$ cat src/rtl/inst_loader.sv
// inst_loader: bit-serial instruction assembler for the bit-serial CPU front end.
// Two debounced push-buttons (load/exec) plus a synchronized serial data switch
// build a 16-bit instruction LSB first, then hand it to the control FSM with a
// one-cycle execute pulse and hold it until the FSM has returned to idle.
module inst_loader #(
   parameter int  DEBOUNCE_CYCLES = 4,
   parameter int  INSTR_W         = 16,
   localparam int CNT_W           = $clog2(INSTR_W) + 1
) (
   input  logic               clk,
   input  logic               rst,
   input  logic               ser_data_in,
   input  logic               load_btn,
   input  logic               exec_btn,
   input  logic               fsm_idle,
   output logic [3:0]         opcode,
   output logic [INSTR_W-5:0] instr,
   output logic               inst_done,
   output logic               btn_edge,
   output logic [CNT_W-1:0]   bit_cnt
);

   localparam int             DB_W    = $clog2(DEBOUNCE_CYCLES) + 1;
   localparam logic [DB_W-1:0] DB_LAST = DB_W'(DEBOUNCE_CYCLES - 1);
   localparam logic [CNT_W-1:0] FULL   = CNT_W'(INSTR_W);

   typedef enum logic [2:0] {
      S_LOAD,
      S_READY,
      S_ISSUE,
      S_BUSY,
      S_DRAIN
   } state_t;

   // Button index 0 = load, 1 = exec.
   logic [1:0] raw_btn;
   logic [1:0] btn_pulse;
   logic       load_p;
   logic       exec_p;

   assign raw_btn = {exec_btn, load_btn};
   assign load_p  = btn_pulse[0];
   assign exec_p  = btn_pulse[1];

   genvar gi;
   generate
      for (gi = 0; gi < 2; gi++) begin : g_btn
         logic            sync1_reg;
         logic            sync2_reg;
         logic            level_reg;
         logic            pulse_reg;
         logic [DB_W-1:0] db_cnt_reg;

         // Synchronize, require a full run of differing samples to flip the
         // level, and emit a single-cycle pulse on each accepted rising level.
         always_ff @(posedge clk) begin
            if (rst) begin
               sync1_reg  <= 1'b0;
               sync2_reg  <= 1'b0;
               level_reg  <= 1'b0;
               pulse_reg  <= 1'b0;
               db_cnt_reg <= '0;
            end else begin
               sync1_reg <= raw_btn[gi];
               sync2_reg <= sync1_reg;
               pulse_reg <= 1'b0;
               if (sync2_reg != level_reg) begin
                  if (db_cnt_reg == DB_LAST) begin
                     level_reg  <= sync2_reg;
                     pulse_reg  <= sync2_reg;
                     db_cnt_reg <= '0;
                  end else begin
                     db_cnt_reg <= db_cnt_reg + DB_W'(1);
                  end
               end else begin
                  db_cnt_reg <= '0;
               end
            end
         end

         assign btn_pulse[gi] = pulse_reg;
      end
   endgenerate

   // Serial data is a slow switch: synchronize only, its value is taken
   // in the same cycle the load pulse is seen.
   logic ser_sync1_reg;
   logic ser_sync2_reg;

   // Two-flop synchronizer for the serial data switch.
   always_ff @(posedge clk) begin
      if (rst) begin
         ser_sync1_reg <= 1'b0;
         ser_sync2_reg <= 1'b0;
      end else begin
         ser_sync1_reg <= ser_data_in;
         ser_sync2_reg <= ser_sync1_reg;
      end
   end

   state_t             state_reg;
   logic [INSTR_W-1:0] shreg_reg;
   logic [CNT_W-1:0]   bit_cnt_reg;
   logic               inst_done_reg;
   logic               btn_edge_reg;

   // Load/issue handshake FSM with registered inst_done and btn_edge.
   always_ff @(posedge clk) begin
      if (rst) begin
         state_reg     <= S_LOAD;
         shreg_reg     <= '0;
         bit_cnt_reg   <= '0;
         inst_done_reg <= 1'b0;
         btn_edge_reg  <= 1'b0;
      end else begin
         case (state_reg)
            S_LOAD: begin
               inst_done_reg <= 1'b0;
               btn_edge_reg  <= 1'b0;
               if (load_p && (bit_cnt_reg != FULL)) begin
                  shreg_reg   <= {ser_sync2_reg, shreg_reg[INSTR_W-1:1]};
                  bit_cnt_reg <= bit_cnt_reg + CNT_W'(1);
                  if (bit_cnt_reg == FULL - CNT_W'(1)) begin
                     state_reg     <= S_READY;
                     inst_done_reg <= 1'b1;
                  end
               end
            end
            S_READY: begin
               // An exec press while the FSM is busy is dropped, not queued.
               if (exec_p && fsm_idle) begin
                  state_reg    <= S_ISSUE;
                  btn_edge_reg <= 1'b1;
               end
            end
            S_ISSUE: begin
               btn_edge_reg <= 1'b0;
               state_reg    <= S_BUSY;
            end
            S_BUSY: begin
               if (!fsm_idle) begin
                  state_reg <= S_DRAIN;
               end
            end
            S_DRAIN: begin
               // shreg is left as-is; new captures shift the old bits out.
               if (fsm_idle) begin
                  state_reg     <= S_LOAD;
                  bit_cnt_reg   <= '0;
                  inst_done_reg <= 1'b0;
               end
            end
            default: begin
               state_reg <= S_LOAD;
            end
         endcase
      end
   end

   assign opcode    = shreg_reg[3:0];
   assign instr     = shreg_reg[INSTR_W-1:4];
   assign inst_done = inst_done_reg;
   assign btn_edge  = btn_edge_reg;
   assign bit_cnt   = bit_cnt_reg;

endmodule

$ cat config.mk
export PLATFORM = sky130hd
export DESIGN_NAME = inst_loader
export DESIGN_NICKNAME = d
export VERILOG_FILES = /design/src/rtl/inst_loader.sv
export SDC_FILE = /design/constraint.sdc
export NUM_CORES = 1
export LEC_CHECK = 0
export BUFFER_PORTS_ARGS = -buffer_cell sky130_fd_sc_hd__buf_4
export CAP_MARGIN = 20
export CORE_MARGIN = 4
export CORE_UTILIZATION = 59
export CTS_CLUSTER_DIAMETER = 80
export CTS_CLUSTER_SIZE = 28
export DETAILED_ROUTE_END_ITERATION = 12
export GPL_TIMING_DRIVEN = 0
export PLACE_DENSITY = 0.83
export SLEW_MARGIN = 10
export SYNTH_ARGS = -nofsm -noshare
export SYNTH_HDL_FRONTEND = slang
export SYNTH_SLANG_ARGS = --single-unit
$ cat constraint.sdc
create_clock -name clk -period 2.5 [get_ports clk]
set_input_delay 0.375 -clock clk [delete_from_list [all_inputs] [get_ports clk]]
set_output_delay 0.375 -clock clk [all_outputs]
set_load 0.05 [all_outputs]
### Word-level counts from Yosys, hierarchy flattened

Index checks and enable logic that the tools add are counted.
W data, S select, Z words.

* output and inout bits: 23
* register bits: 42
* logic and storage cells: 71
* input bits: 6

* reductions and logical operators: 17
* bitwise operators: 4
* add/sub/neg operators: 3
* equality and inequality tests: 15
* mux-type cells: 15

Operators by type and width (count)
* $mux W3: 5
* $pmux W3 S5: 1
* $eq A3 B2 Y1 const B: 4
* $reduce_or A3 Y1: 4
* $mux W5: 2
* $ne A2 B2 Y1 const B: 5
* $pmux W5 S2: 1
* $reduce_and A2 Y1: 5
* $add A3 B1 Y3 const B: 2
* $add A5 B1 Y5 const B: 1
* $eq A5 B4 Y1 const B: 1
* $ne A5 B5 Y1 const B: 1
* $reduce_and A5 Y1: 1
* $mux W1: 4
* $not A1 Y1: 4
* $pmux W1 S2: 2
* $reduce_bool A2 Y1: 2
* $eq A3 B1 Y1 const B: 1
* $eq A3 B3 Y1 const B: 1
* $logic_not A3 Y1: 1
* $reduce_and A3 Y1: 1
* $logic_and A1 B1 Y1: 2
* $ne A1 B1 Y1: 2
* $reduce_or A2 Y1: 1

### Depth between registers and ports, before layout

Gate-level depths: netlist (run 1).

* depth in word-level cells: 4
* mapped depth: 7
* mapped depth without buffers: 5

### Least setup slack after synthesis (run 1)

Ideal clock, no wire load.

* path type: reg-to-reg
* start point: register bit_cnt_reg[0] (netlist: bit_cnt[0])
* end point: register bit_cnt_reg[4] (netlist: bit_cnt[4])
* data arrival time: 1899 ps
* required time: 2429 ps
* setup time: 71 ps
* path slack: 531 ps
* clock period less this slack: 1969 ps
* buffers on the path: 1
* stages on the path, launching flop included: 7
* cells stage by stage: dfxtp_1 > inv_1 > ha_1 > nor4bb_1 > buf_2 > or4_1 > a21oi_1

* longest elaborated chain between the ends: 4
* elaborated cells between the ends (all ways): 7
* those cells by class: add/sub: 1; eq/ne: 2; mux: 2; reduce/logical: 2

Ends and longest elaborated chain
* start: declaration: line 103 `logic [CNT_W-1:0] bit_cnt_reg;`
* start signal: assignment: line 122 `bit_cnt_reg <= bit_cnt_reg + CNT_W'(1);`
* parallel branches: the longest is 4 deep, another holds $add A5 B1 Y5

Several ways; the timed one is not identified. The select of a mux whose other input is x is not followed.
A chain may end at the register's enable or synchronous reset.

### Worst setup path after layout (run 1)

* start point: register bit_cnt_reg[0] (netlist: bit_cnt[0])
* end point: register state_reg[0]

* longest elaborated chain between the ends: 4
* elaborated cells between the ends (all ways): 6
* those cells by class: eq/ne: 4; reduce/logical: 2

Ends and longest elaborated chain
* $ne A5 B5 Y1: line 120 `if (load_p && (bit_cnt_reg != FULL)) begin`
* $logic_and A1 B1 Y1: line 120
* $ne A2 B2 Y1 (no line)
* $reduce_and A5 Y1 (no line) *
* end signal: assignment: line 124 `state_reg <= S_READY;`
* end signal: assignment: line 132 `state_reg <= S_ISSUE;`
* end signal: assignment: line 138 `state_reg <= S_BUSY;`
* end: declaration: line 101 `state_t state_reg;`

Every way passes the cells marked *; elsewhere a longest branch is shown, timed or not.

==> metrics.txt, run 1 <==
library cell with the largest summed area after synthesis=dfxtp_1; combinational family with the most area after synthesis=simple AND/OR/NAND/NOR gates; sort of element at the start of the critical path=register; average cell area after synthesis=around 9.4 um2; complex-gate fraction of the synthesized area=16.3%; Critical Path Max Stage Delay=around 0.46 ns; unrepaired setup endpoints after global routing=no; net total in the final layout=239; highest clock rate=approximately 560 MHz; Remaining Overflow, GRT=0; Design Power=1.05 mW; number of setup buffers added after CTS=0; critical-path cell list=inv_1, ha_1, nand4bb_1, clkbuf_1, nand4b_1, a211oi_1; areal power density over the cells=500 mW/mm2; Pins Over Slew Limit=0; start point of the critical path=bit_cnt[0]$_SDFFE_PP0P_; slew at the pin with the worst max-slew slack=around 0.6 ns; FF-to-FF End=state_reg[0]$_SDFFE_PP0P_; Leakage=0.788 nW; Critical Path End Type=register; Final ANT Viol Nets=0; Sinks on Clock Net=42; Clk pin slew, worst setup/hold paths=0.12 ns; initial antenna violation count=0; via count of the first global-routing pass=~1.4k; max reg flops=16; Routed WL=3700 um; final setup violating endpoints=0; Worst-Skew Late Latency=0.35 ns; arithmetic-cell share of the synthesized area counting full adders, half adders and majority gates=approximately 5%; fraction of power spent switching nets=21.9%; CP bufs+invs=2; P&R area growth vs syn=16.7%; r2r worst-path depth=6; clock tree from TritonCTS=built; portion of the post-synthesis area used by sequential elements=46.7%; final period demand of the worst path=1.78 ns; instance count of the mapped netlist=between 150 and 200; Syn Nets=205; register bit count reported by yosys=42; share of post-route cells with drive strength above 1=between 10% and 20%; skew final=between 0.005 and 0.006 ns; cell-internal power=around 0.82 mW; last weighted congestion value of the routability-driven placer=0.860; net switching power=0.230 mW; worst setup slack for register-to-register paths=0.72 ns; vias after detailed routing=1583; Max Cap Viol=0; maximum ir drop on the vdd rail=0.398 mV; WP data arrival=a little over 2 ns; Fin. Hold Viols=0; width of the die=63.2 um; number of design rule violations left after detail routing=0; Area contributors post-synth=dfxtp_1 47%, o31ai_1 6.7%, nand4_1 6.6%, a21oi_1 5.6%, ha_1 4.9%; area of the core=~0.0028 mm2; Comb pwr share=2.4%; number of placed cells counting well taps=250; start of the worst register-to-register path=bit_cnt[0]$_SDFFE_PP0P_; critical-path cell with the highest stage delay=dfxtp_1; share of the synthesized area in the top cell type=46.7%; count of non-filler cells in the finished layout=between 200 and 300; final core utilization=74.3%; first-pass GRT wire length=approximately 6500 um; CTS max path bufs=2; mux cell area share after synthesis=2.22%; peak fanout along the critical path=10; Worst EP required=roughly 2.8 ns; per-cell via count in the routed design=6.14; Total GRT Usage=19.9%; type of the worst setup path=reg -> reg; number of buffer cells added on primary ports=27; Routed WL per cell=approximately 14 um; half-perimeter wire length after detailed placement=2650 um; class of the worst hold path=in -> reg; Starting Density=63.6%; post-synthesis xor/xnor area fraction=0.973%; Chip Height=63.2 um; Setup TNS Final=0 ns; kind of cell with the highest combined delay on the critical path=flip-flops; share of total power in sequential cells=~64%; n_diodes=0; launch instance of the worst min-delay path=ser_data_in; synthesis warning total=0; end point of the worst hold path=ser_sync1_reg$_SDFF_PP0_; Max-Slew Margin vs Limit=58.6%; number of cell rows=19; result of the run=finished, final reports clean; DR pass1 iterations=6; Simple-Gate Fraction of Synth Area=between 20% and 30%; Clock Root Buffer=clkbuf_4; Clk network pwr share=33.3%; H-Tree Depth=2; period utilisation layout=a little under three quarters; CTS-repair resized insts=0; initial DRC count=140; Syn Std Cell Area=0.00180 mm2; number of cells traversed by the worst hold path=2; pin count of the biggest net entering global routing=13; hold-fix buffer count after cts=0; I/O pins=29; Die Area=0.00400 mm2; TritonCTS Buffers=5; library cells used by synthesis=37
per-layer routing:
metal / GRT usage (%) / part of all wire, % / vias up
met1: 25.1 / 45 / 756
met4: 5.66 / 1.3 / 0
met2: 32.9 / 48 / 47
met5: 0 / 0 / -
li1: - / - / 775
met3: 6.04 / 5.5 / 5
power by group through the flow:
stage	Combinational [mW]	Sequential (mW)	Clock [mW]
floorplan	0.0159	0.691	0
global placement	0.0247	0.691	0
detailed placement	0.0256	0.692	0
CTS	0.0257	0.677	0.355
global route	0.0295	0.678	0.390
finish	0.0256	0.677	0.350
cells in the final DEF, fill, tap and decap left out, drive strengths merged, types with 2 or more instances in the layout:
| cell | count |
|---|---|
| o311ai | 2 |
| a31oi | 2 |
| nor2b | 6 |
| nor4bb | 3 |
| xnor2 | 2 |
| nand4 | 19 |
| clkbuf | 18 |
| ha | 7 |
| o31ai | 16 |
| nand2 | 2 |
| nor4 | 2 |
| inv | 11 |
| nand3 | 6 |
| buf | 35 |
| nor3 | 2 |
| or3 | 3 |
| a21oi | 20 |
| dfxtp | 42 |
| mux2i | 4 |
| nor2 | 10 |
| and3 | 2 |
how the worst max path moves through the flow:
| stage | endpoint | cells after the start |
|---|---|---|
| CTS | state_reg[0]$_SDFFE_PP0P_ | 6 |
| global placement | state_reg[0]$_SDFFE_PP0P_ | 6 |
| finish | state_reg[0]$_SDFFE_PP0P_ | 6 |
| detailed placement | shreg_reg[8]$_SDFFE_PP0P_ | 7 |
| global route | state_reg[0]$_SDFFE_PP0P_ | 6 |
| floorplan | bit_cnt[4]$_SDFFE_PP0P_ | 6 |
cell families after synthesis:
| kind of cell | after synthesis |
|---|---|
| simple gates | 61 |
| compound gates | 46 |
| flops | 42 |
| buf+inv | 30 |
| fa+ha+maj | 7 |
| mux | 4 |
| xor+xnor | 2 |
stage by stage:
stage / hold WS (ns) / area [um2] / worst slack (ns)
2_1_floorplan: 0.399 / 1800 / 0.531
3_3_place_gp: 0.406 / 2040 / 0.821
3_5_place_dp: 0.426 / 2040 / 0.766
4_1_cts: 0.228 / 2100 / 0.745
5_1_grt: 0.226 / 2100 / 0.578
6_report: 0.227 / 2100 / 0.718
final cells by class:
type                       count  area [um2]
clock inverter                 1        5.00
clock buffer                   7        55.1
fill                         220         727
multi-input combinational    120         820
timing repair buffer          27         203
buffer                        19        98.8
inverter                      11        41.3
sequential                    42         841
tap                           31        38.8
cells in the mapped netlist:
cell / count
mux2i_1: 4
clkbuf_1: 11
nor2b_1: 6
buf_2: 4
a21boi_0: 1
nor2_1: 10
or4_1: 1
nand4b_1: 1
or3b_2: 1
a21oi_1: 20
o311ai_0: 2
buf_6: 2
a211oi_1: 1
o22ai_1: 1
nand4bb_1: 1
ha_1: 7
a31oi_1: 2
or3_1: 2
nand3b_1: 1
a2111oi_0: 1
xnor2_1: 2
nor3_2: 1
o21ai_0: 1
o31ai_1: 16
nor3_1: 1
nand3_1: 6
nand2_1: 2
inv_1: 11
or4bb_1: 1
or3_4: 1
a211o_1: 1
nor4_1: 2
nor4bb_1: 3
and3_1: 2
dfxtp_1: 42
nand4_1: 19
buf_4: 2
(Power assumes the default switching activity.)
==> run 2, diff against run 1 <==
Settings changed: ABC_AREA from default to 1, CORE_UTILIZATION 59 to 54, PLACE_DENSITY 0.83 to 0.77.
Clock period 2.5 ns to 1.7 ns, I/O delays scaled along.
==> run 2 against run 1 <==
  * Area after synthesis shrank 6.8%
  * Via count shrank 10%
  * Clock power grew 44%
  * Global-route usage shrank 3.7 points
  * Critical endpoint is now shreg_reg[8]$_SDFFE_PP0P_
  * Highest routed layer unchanged
  * Power grew 47%
==> metrics.txt, run 2 <==
result of the run=finished, final reports clean; DR pass1 iterations=4; library cell with the largest summed area after synthesis=dfxtp_1; Remaining Overflow, GRT=0; complex-gate fraction of the synthesized area=between 10% and 20%; most frequent standard cell in the layout excluding fill and tap cells=nor2_1; Sinks on Clock Net=42; share of post-route cells with drive strength above 1=19.5%; hold-fix buffer count after cts=0; Setup TNS Final=0 ns; TritonCTS Buffers=5; sort of element at the start of the critical path=register; FF-to-FF End=shreg_reg[8]$_SDFFE_PP0P_; maximum ir drop on the vdd rail=0.572 mV; width of the die=63.7 um; Clk network pwr share=between 30% and 40%; peak fanout along the critical path=10; unrepaired setup endpoints after global routing=no; Fin. Hold Viols=0; vias after detailed routing=1424; Max-Slew Margin vs Limit=70.2%; commonest cells in the synthesized netlist=56 x nor2_1, 42 x dfxtp_1, 26 x nand2_1, 25 x inv_1, 13 x a21oi_1; half-perimeter wire length after detailed placement=2200 um; P&R area growth vs syn=18.6%; mux cell area share after synthesis=0%; instance count of the mapped netlist=215; net total in the final layout=263; Routed WL per cell=10.8 um; type of the worst setup path=reg -> reg; Worst-Skew Late Latency=0.36 ns; commonest cells after routing, fill and taps aside=56 x nor2_1, 40 x dfxtp_1, 28 x buf_4; termination of the worst setup path=shreg_reg[8]$_SDFFE_PP0P_; Worst EP required=1.98 ns; via count of the first global-routing pass=1232; start of the worst register-to-register path=bit_cnt[0]$_SDFFE_PP0P_; number of buffer cells added on primary ports=27; Area contributors post-synth=dfxtp_1 50%, nor2_1 13%, nand2_1 5.8%, inv_1 5.6%, ha_1 5.2%; Routed WL=roughly 3000 um; arithmetic-cell share of the synthesized area counting full adders, half adders and majority gates=5.22%; Leakage=0.886 nW; cell-internal power=1.21 mW; initial antenna violation count=0; Syn Nets=about 230; Starting Density=approximately three fifths; final setup violating endpoints=0; Simple-Gate Fraction of Synth Area=approximately 25%; Clock Root Buffer=clkbuf_4; share of the synthesized area in the top cell type=50.1%; area of the core=around 0.0029 mm2; number of design rule violations left after detail routing=0; r2r worst-path depth=10; most common cell in the netlist=nor2_1; number of cell rows=19; H-Tree Depth=2; Max Cap Viol=0; Critical Path End Type=register; I/O pins=29; Clk pin slew, worst setup/hold paths=0.13 ns; Syn Std Cell Area=0.00168 mm2; n_diodes=0; number of filler cells placed in the layout=259; Pins Over Slew Limit=0; first-pass GRT wire length=5170 um; register bit count reported by yosys=42; share of total power in sequential cells=~64%; period utilisation layout=between 90% and 100%; library cells used by synthesis=23; initial DRC count=81; final period demand of the worst path=1.59 ns; Chip Height=roughly 64 um; combinational family with the most area after synthesis=simple AND/OR/NAND/NOR gates; EDFF count, synth=0; worst setup slack for register-to-register paths=about 0.11 ns; skew final=~0.018 ns; async set-or-reset flop fraction in the synthesized netlist=0%; areal power density over the cells=between 700 and 800 mW/mm2; Total GRT Usage=between 10% and 20%; portion of the post-synthesis area used by sequential elements=roughly 50%; net switching power=between 0.3 and 0.4 mW; start point of the critical path=bit_cnt[0]$_SDFFE_PP0P_; per-cell via count in the routed design=5.05; clock tree from TritonCTS=built; class of the worst hold path=in -> reg; post-synthesis xor/xnor area fraction=0%; fraction of power spent switching nets=a little over a fifth; last weighted congestion value of the routability-driven placer=0.823; prevailing post-synth register cell=dfxtp_1; synthesis warning total=0; slew at the pin with the worst max-slew slack=~0.45 ns; CTS max path bufs=2; Comb pwr share=3.0%; final core utilization=69.7%; Final ANT Viol Nets=0; highest clock rate=630 MHz; WP data arrival=1.87 ns; pin count of the biggest net entering global routing=13; Die Area=0.00406 mm2; average cell area after synthesis=approximately 7.8 um2; max reg flops=16
-- run 2: changes by cell type after synthesis, sizes merged, moves of 4 or more --
| cell | delta |
|---|---|
| o21ai | +17 |
| nor2b | -6 |
| clkbuf | -11 |
| mux2i | -4 |
| inv | +17 |
| o31ai | -16 |
| nand2 | +26 |
| a21oi | -6 |
| nor2 | +48 |
| nand4 | -17 |
-- run 2: per-stage QoR --
| stage | hold WS, ns | cell area [um2] | worst slack [ns] | cells | total power [mW] |
|---|---|---|---|---|---|
| after global placement | 0.390 | 1920 | 0.171 | 273 | 1.06 |
| after floorplan | 0.362 | 1680 | 0.0633 | 215 | 1.05 |
| after global routing | 0.0899 | 1990 | 0.0122 | 282 | 1.62 |
| final | 0.103 | 1990 | 0.114 | 282 | 1.55 |
| after CTS | 0.0961 | 1980 | 0.120 | 281 | 1.56 |
| after detailed placement | 0.396 | 1920 | 0.153 | 273 | 1.06 |
-- run 2: final cells by class --
class | count | area, um2 | share of cell area, %
buffer | 5 | 28.8 | 1.45
multi-input combinational | 140 | 701 | 35.2
timing repair buffer | 28 | 210 | 10.6
inverter | 28 | 108 | 5.41
clock inverter | 1 | 5.00 | 0.252
clock buffer | 7 | 55.1 | 2.77
sequential | 42 | 843 | 42.4
tap | 31 | 38.8 | 1.95
-- run 2: kinds of logic after synthesis --
kind of cell / count (synthesis)
AND/OR/NAND/NOR: 97
flip-flops: 42
AO/OA/AOI/OAI: 36
buffers and inverters: 33
adder cells (fa/ha/maj): 7
-- run 2: worst min path at each step --
| stage | depth (start not counted) | startpoint | to |
|---|---|---|---|
| 2_1_floorplan | 2 | load_btn | g_btn[0].sync1_reg$_SDFF_PP0_ |
| 3_3_place_gp | 2 | g_btn[0].sync1_reg$_SDFF_PP0_ | g_btn[0].sync2_reg$_SDFF_PP0_ |
| 3_5_place_dp | 2 | g_btn[0].sync1_reg$_SDFF_PP0_ | g_btn[0].sync2_reg$_SDFF_PP0_ |
| 4_1_cts | 3 | load_btn | g_btn[0].sync1_reg$_SDFF_PP0_ |
| 5_1_grt | 3 | exec_btn | g_btn[1].sync1_reg$_SDFF_PP0_ |
| 6_report | 3 | load_btn | g_btn[0].sync1_reg$_SDFF_PP0_ |
-- run 2: critical path, cell delays in order, from the launching register on --
cell,delay (ns)
dfxtp_2,0.37
inv_1,0.07
ha_1,0.19
nand2_1,0.06
inv_1,0.03
nand2_1,0.13
nand2_1,0.11
nor2_4,0.22
buf_6,0.17
nor2_1,0.05
nor2_1,0.11
-- run 2: power by group through the flow --
stage | Sequential (mW) | Clock [mW] | Combinational [mW]
floorplan | 1.02 | 0 | 0.0306
global placement | 1.02 | 0 | 0.0459
detailed placement | 1.02 | 0 | 0.0466
CTS | 0.996 | 0.522 | 0.0468
global route | 0.997 | 0.569 | 0.0540
finish | 0.995 | 0.504 | 0.0465
-- run 2: repair_timing --
action | in CTS | in global routing
endpoints found under the setup margin | 0 | 1
setup buffers | 0 | 1
gates resized for setup | 0 | 0
-- run 2: layer usage --
layer / global-route usage [%] / wire, um / vias to the layer above
met5: 0 / 0 / -
met1: 19.7 / 1510 / 636
met2: 25.4 / 1330 / 35
li1: - / - / 749
met3: 6.83 / 173 / 4
met4: 6.47 / 35 / 0
